**src/rtl/nibble_serial_adder.sv**
```systemverilog
// rtl/nibble_serial_adder.sv - nibble-serial sequencer around an external 4-bit adder
//
// Performs a WIDTH-bit addition one nibble per clock using an external
// combinational 4-bit adder. Operands are latched on an accepted start; the
// result and carry-out are presented with a one-cycle done pulse.
//
// Optional feature macro: SERIAL_SUB_EN (adds the sub port; sub=1 computes
// op_a - op_b by latching ~op_b with a forced carry-in of 1).
//
// Ports:
//   clk, rst_n          clock, asynchronous active-low reset
//   start               request, sampled only in IDLE
//   op_a, op_b, cin     operands and carry-in, latched on accepted start
//   sub                 subtract request (SERIAL_SUB_EN only)
//   busy                high while the nibble loop runs
//   done                one-cycle pulse when result/cout are final
//   result, cout        sum register and carry out of the top nibble
//   add_a, add_b        nibble operands to the adder (0 outside RUN)
//   add_cin             carry to the adder (0 outside RUN)
//   add_sum, add_cout   adder outputs

module nibble_serial_adder #(
    parameter int WIDTH = 16
) (
    input  logic             clk,
    input  logic             rst_n,
    input  logic             start,
    input  logic [WIDTH-1:0] op_a,
    input  logic [WIDTH-1:0] op_b,
    input  logic             cin,
`ifdef SERIAL_SUB_EN
    input  logic             sub,
`endif
    output logic             busy,
    output logic             done,
    output logic [WIDTH-1:0] result,
    output logic             cout,
    output logic [3:0]       add_a,
    output logic [3:0]       add_b,
    output logic             add_cin,
    input  logic [3:0]       add_sum,
    input  logic             add_cout
);

    localparam int N  = WIDTH / 4;
    localparam int IW = (N > 1) ? $clog2(N) : 1;

    typedef enum logic [1:0] {
        IDLE = 2'd0,
        RUN  = 2'd1,
        DONE = 2'd2
    } state_t;

    state_t           state_q;
    state_t           state_d;
    logic [IW-1:0]    idx;
    logic [WIDTH-1:0] a_reg;
    logic [WIDTH-1:0] b_reg;
    logic             carry_reg;
    logic             last_nibble;
    logic             b_invert;
    logic             carry_seed;

    assign last_nibble = (idx == IW'(N - 1));

`ifdef SERIAL_SUB_EN
    // Two's-complement subtract: a + ~b + 1.
    assign b_invert   = sub;
    assign carry_seed = sub | cin;
`else
    assign b_invert   = 1'b0;
    assign carry_seed = cin;
`endif

    always_comb begin
        state_d = state_q;
        case (state_q)
            IDLE:    if (start) state_d = RUN;
            RUN:     if (last_nibble) state_d = DONE;
            DONE:    state_d = IDLE;
            default: state_d = IDLE;
        endcase
    end

    // Adder drive depends only on registers, so start never reaches an output.
    always_comb begin
        add_a   = 4'd0;
        add_b   = 4'd0;
        add_cin = 1'b0;
        if (state_q == RUN) begin
            add_a   = 4'(a_reg >> {idx, 2'b00});
            add_b   = 4'(b_reg >> {idx, 2'b00});
            add_cin = carry_reg;
        end
    end

    assign busy = (state_q == RUN);
    assign done = (state_q == DONE);

    always_ff @(posedge clk or negedge rst_n) begin
        if (!rst_n) begin
            state_q   <= IDLE;
            idx       <= '0;
            a_reg     <= '0;
            b_reg     <= '0;
            carry_reg <= 1'b0;
            result    <= '0;
            cout      <= 1'b0;
        end else begin
            state_q <= state_d;
            case (state_q)
                IDLE: begin
                    if (start) begin
                        a_reg     <= op_a;
                        b_reg     <= b_invert ? ~op_b : op_b;
                        carry_reg <= carry_seed;
                        idx       <= '0;
                    end
                end
                RUN: begin
                    result[{idx, 2'b00} +: 4] <= add_sum;
                    carry_reg                 <= add_cout;
                    if (last_nibble) begin
                        cout <= add_cout;
                        idx  <= '0;
                    end else begin
                        idx <= idx + 1'b1;
                    end
                end
                default: ;
            endcase
        end
    end

endmodule
```
**config.mk**
```make
export PLATFORM = sky130hd
export DESIGN_NAME = nibble_serial_adder
export DESIGN_NICKNAME = d
export VERILOG_FILES = /design/src/rtl/nibble_serial_adder.sv
export SDC_FILE = /design/constraint.sdc
export NUM_CORES = 1
export LEC_CHECK = 0
export ABC_CLOCK_PERIOD_IN_PS = 2800
export BUFFER_PORTS_ARGS = -buffer_cell sky130_fd_sc_hd__buf_2
export CORE_MARGIN = 10
export CORE_UTILIZATION = 45
export CTS_CLUSTER_SIZE = 10
export DETAILED_ROUTE_END_ITERATION = 10
export PLACE_DENSITY = 0.7
export SYNTH_ARGS = -nofsm -noshare
export SYNTH_HDL_FRONTEND = slang
export SYNTH_SLANG_ARGS = --single-unit
```
**constraint.sdc**
```tcl
create_clock -name clk -period 2.8 [get_ports clk]
set_input_delay 0.42 -clock clk [delete_from_list [all_inputs] [get_ports clk]]
set_output_delay 0.42 -clock clk [all_outputs]
set_load 0.02 [all_outputs]
```
# After elaboration in Yosys (flattened, before gate mapping)
# Index checks and enable logic that the tools add are counted.
# totals
register_bits	54
inputBits	41
output_inout_bits	28
# op_classes
add_sub_neg	2
eq_ne	5
shifts	4
mux	12
reduce_logical	6
# op_table
operator	count
$shr 16x4->4	2
$bwmux 16	1
$shift 4x6->16 const A	1
$shiftx 4x6->16	1
$mux 2	4
$mux 4	2
$pmux 2 s2	2
$reduce_and 2->1	4
$neg 4->6	1
$eq 2x2->1 const B	2
$add 2x1->2 const B	1
$eq 2x1->1 const B	1
$logic_not 2->1	1
$mux 1	2
$ne 2x1->1 const B	1
$ne 2x2->1 const B	1
$pmux 1 s2	1
$reduce_bool 2->1	1

# Logic depth before layout (Yosys ltp)
# logic_depth
ltp_word	3
mapped_depth	8
depth_no_buf	5

# Worst setup path before layout
# Ideal clock, no wire load.
# synth_timing
path_type	reg2reg
from	register idx[1]
to	register result[12]
setup_ns	0.084
arrival_ns	2.000
required_ns	2.716
setup_slack_ns	0.717
path_stages_with_launch	8
path_buffers	2
period_less_slack_ns	2.083
cell_sequence	dfrtp_1 buf_2 buf_2 inv_1 ha_1 nor4b_1 nand2_1 o21ai_0
# synth_via
elab_chain_len	3
word_cells_on_any_way	4
cone_classes	add/sub (1); shift (2); mux (1)
# synth_lines
item	line_no	source
start: declaration	56	logic [IW-1:0] idx;
start signal: assignment	127	idx <= idx + 1'b1;
$neg 4->6 *	121	result[{idx, 2'b00} +: 4] <= add_sum;
$shiftx 4x6->16 or $shift 4x6->16 (tied branches)	121	
$bwmux 16 *	121	
end signal: indexed assignment	121	
end: declaration	36	output logic [WIDTH-1:0] result,
# Every way passes the cells marked *; elsewhere a longest branch is shown, timed or not.
# A chain may end at the register's enable or synchronous reset.

# Worst setup path in the final report
# layout_timing
from	register state_q[1]
to	output add_a[2]
# layout_via
elab_chain_len	2
# layout_lines
item	line_no	source
start: declaration	54	state_t state_q;
start signal: assignment	110	state_q <= state_d;
$eq 2x1->1	90	if (state_q == RUN) begin
$mux 4	90	
end: declaration	38	output logic [3:0] add_a,
# Every way passes these cells.

==> impl_metrics.yaml <==
route:
  drt_first_iter_violations: 80
  vias: 1711
  avgRoutedWirePerCell_um: 15.96
  drc: 0
  first_pass_iters: 4
  postRouteWirelength_um: 5441
  avgViaCountPerCell: 5.018
  final_antenna_net_count: 0
floorplanning:
  die_w_um: 94.14
  initial_core_util_pct: 47.52
  dieArea_um2: 8862
  die_y_um: 94.14
  rows: 26
  fp.coreArea_um2: 5205
  ios: 69
logic_synthesis:
  yosysTopAreaCell: "dfrtp_1"
  synthDistinctLibCells: 28
  syn-num-nets: 247
  synth_top_area_share_pct: 54.63
  syn_inst: 200
  synth-seq-cells: 54
  ys_warn_count: 0
  avgSynthCellArea_um2: 12.37
  synth_area_um2: 2474
  ys_seq_area_share_pct: 54.63
  synth.area.top_cells: "dfrtp_1 55%, mux2_2 13%, mux2i_1 6.5%, nand2_1 4.7%, ha_1 3.0%"
cells_and_area:
  area_growth_syn_to_layout_pct: 20.59
  num_antenna_cells: 0
  fin_area_um2: 2983
  nets: 317
  final_layout_size_suffix_gt1_share_pct: 40.59
clock_network:
  htreeDepth: 2
  clkTransAtPathRegs_ns: 0.09
  clk_latency_ns: 0.30
  cts_root_buf: "clkbuf_8"
  post_cts_buffers: 0
  cts_hold_buf: 0
  cts_buffer_depth: 2
  cts_tree: "done"
  cts_buffers: 5
  clock_sinks: 54
  cts_resized: 0
critical_path:
  rr_worst_depth: 5
  cpPeakStageDelay_ns: 0.49
  cp.arrival_ns: 2.03
  start_kind: "register"
  required_ns: 2.38
  worstSetupPathType: "register to output pin"
  worst_setup_path_end_kind: "output pin"
  r2r-end: "result[12]"
  critPathCapture: "add_a[2]"
  path_max_fanout: 12
  r2r_slack_ns: 0.73
  path_cells: "nand2b_1, inv_1, nand2_1, o22ai_1, buf_2"
  critPathSlowestCell: "dfrtp_1"
  rr_startpoint: "idx[0]"
  crit_path_start: "state_q[1]"
sta:
  worst_hold_slack_ns: 0.1209
  hold_violations: 0
  max_freq_mhz: 407.7
  rsz0062_at_grt: "no"
  maxSlewViolCount: 0
  slew_headroom_pct: 55.07
  min_period_ns: 2.453
  worstMarginPinSlew_ns: 0.6646
  timing.final.crit_share_pct: 87.61
  setup-tns-final_ns: 0
  setup_viol_count_final: 0
  fin_skew_ns: 0.007014
pwr:
  power.leakage_nw: 1.417
  power-per-cell-area_nw_per_um2: 1178
  ir_drop_uv: 619.3
  total_power_w: 0.003514
global_routing:
  grt_pass1_vias: 1825
  grt_usage_pct: 12.59
  grt_pass1_wl_um: 8852
  grt_start_max_net_pins: 34
  grt-ovfl-total: 0
  grt_antenna_before_repair: 1
place:
  port_buffers: 68
  dp.final_hpwl_um: 4215
  place_area_um2: 2873
  gp_congestion: 0.7691
flow_run:
  maxCapViolCount: 0
hold_path:
  hold_class: "primary input to asynchronous set/reset pin"
status:
  run_status: "completed"
==> cell families (layout without fill, tap and decap cells) <==
group,count (synthesis),in the layout,share of synthesized area [%]
AO/OA/AOI/OAI,30,30,7.385
adder cells (fa/ha/maj),6,6,3.035
AND/OR/NAND/NOR,49,49,10.12
flip-flops,54,54,54.63
multiplexers,49,49,21.50
buffers and inverters,12,83,3.338
==> synthesized netlist by cell type <==
cell type	instances
a22oi_1	1
o21bai_1	1
and4bb_2	1
nor3b_4	1
dfrtp_1	54
nor2b_1	1
o22ai_1	8
nand2b_1	1
inv_1	3
nor4bb_1	1
nor4b_1	2
nand3b_1	3
nand2_1	31
mux2i_1	16
nor2_1	2
o31ai_1	1
a21oi_1	1
mux2_2	28
ha_1	6
clkbuf_2	1
buf_4	3
mux2_1	5
nand3_1	4
buf_2	2
o21ai_0	14
o2bb2ai_1	4
and2_1	2
buf_6	3
==> area by class of cell <==
cell class                      count  area (um2)
Inverter                            3       11.26
Timing Repair Buffer               72       382.9
Multi-Input combinational cell    134        1040
Clock buffer                        8       110.1
Tap cell                           70       87.58
Sequential cell                    54        1351
Fill cell                         467        2222
==> metal layers <==
| metal | up-vias | track usage, % | routed length (um) |
|---|---|---|---|
| met2 | 47 | 20.08 | 2552 |
| li1 | 852 | - | - |
| met5 | - | 0 | 0 |
| met3 | 7 | 4.716 | 372 |
| met4 | 0 | 4.937 | 88 |
| met1 | 805 | 14.95 | 2429 |
==> metrics by stage <==
step	utilization, %	setup slack (ns)	std cells
floorplan	-	0.7166	200
global placement	55.19	0.7380	333
detailed placement	55.19	0.6769	333
CTS	57.31	0.3231	341
global route	57.31	0.1463	341
finish	57.31	0.3469	341
==> power by group <==
group / switching [W] / leakage (nW) / total (W) / internal (W)
sequential: 0.000223 / 0.669 / 0.00138 / 0.00116
combinational: 0.000941 / 0.690 / 0.00165 / 0.000709
clock: 0.000234 / 0.0575 / 0.000484 / 0.000250
total: 0.00140 / 1.42 / 0.00351 / 0.00212
==> worst min-delay path by stage <==
stage / endpoint / slack, ns / cells past startpoint
floorplan: a_reg[0] / 0.12 / 0
global placement: result[15] / 0.46 / 2
detailed placement: b_reg[3] / 0.47 / 1
CTS: b_reg[3] / 0.13 / 1
global route: b_reg[4] / 0.15 / 1
finish: b_reg[3] / 0.12 / 1
==> cells in the final DEF, fill, tap and decap left out, drive strengths merged <==
cell	n
a21oi	1
a22oi	1
and2	2
and4bb	1
buf	72
clkbuf	8
dfrtp	54
ha	6
inv	3
mux2	33
mux2i	16
nand2	31
nand2b	1
nand3	4
nand3b	3
nor2	2
nor2b	1
nor3b	1
nor4b	2
nor4bb	1
o21ai	14
o21bai	1
o22ai	8
o2bb2ai	4
o31ai	1
==> worst max-delay path: cells and delay by family, from the launching register on <==
kind	cells	cell delay, ns
flip-flops	1	0.49
buffers and inverters	2	0.47
AO/OA/AOI/OAI	1	0.24
AND/OR/NAND/NOR	2	0.52
Power figures use the tool's default switching activity.
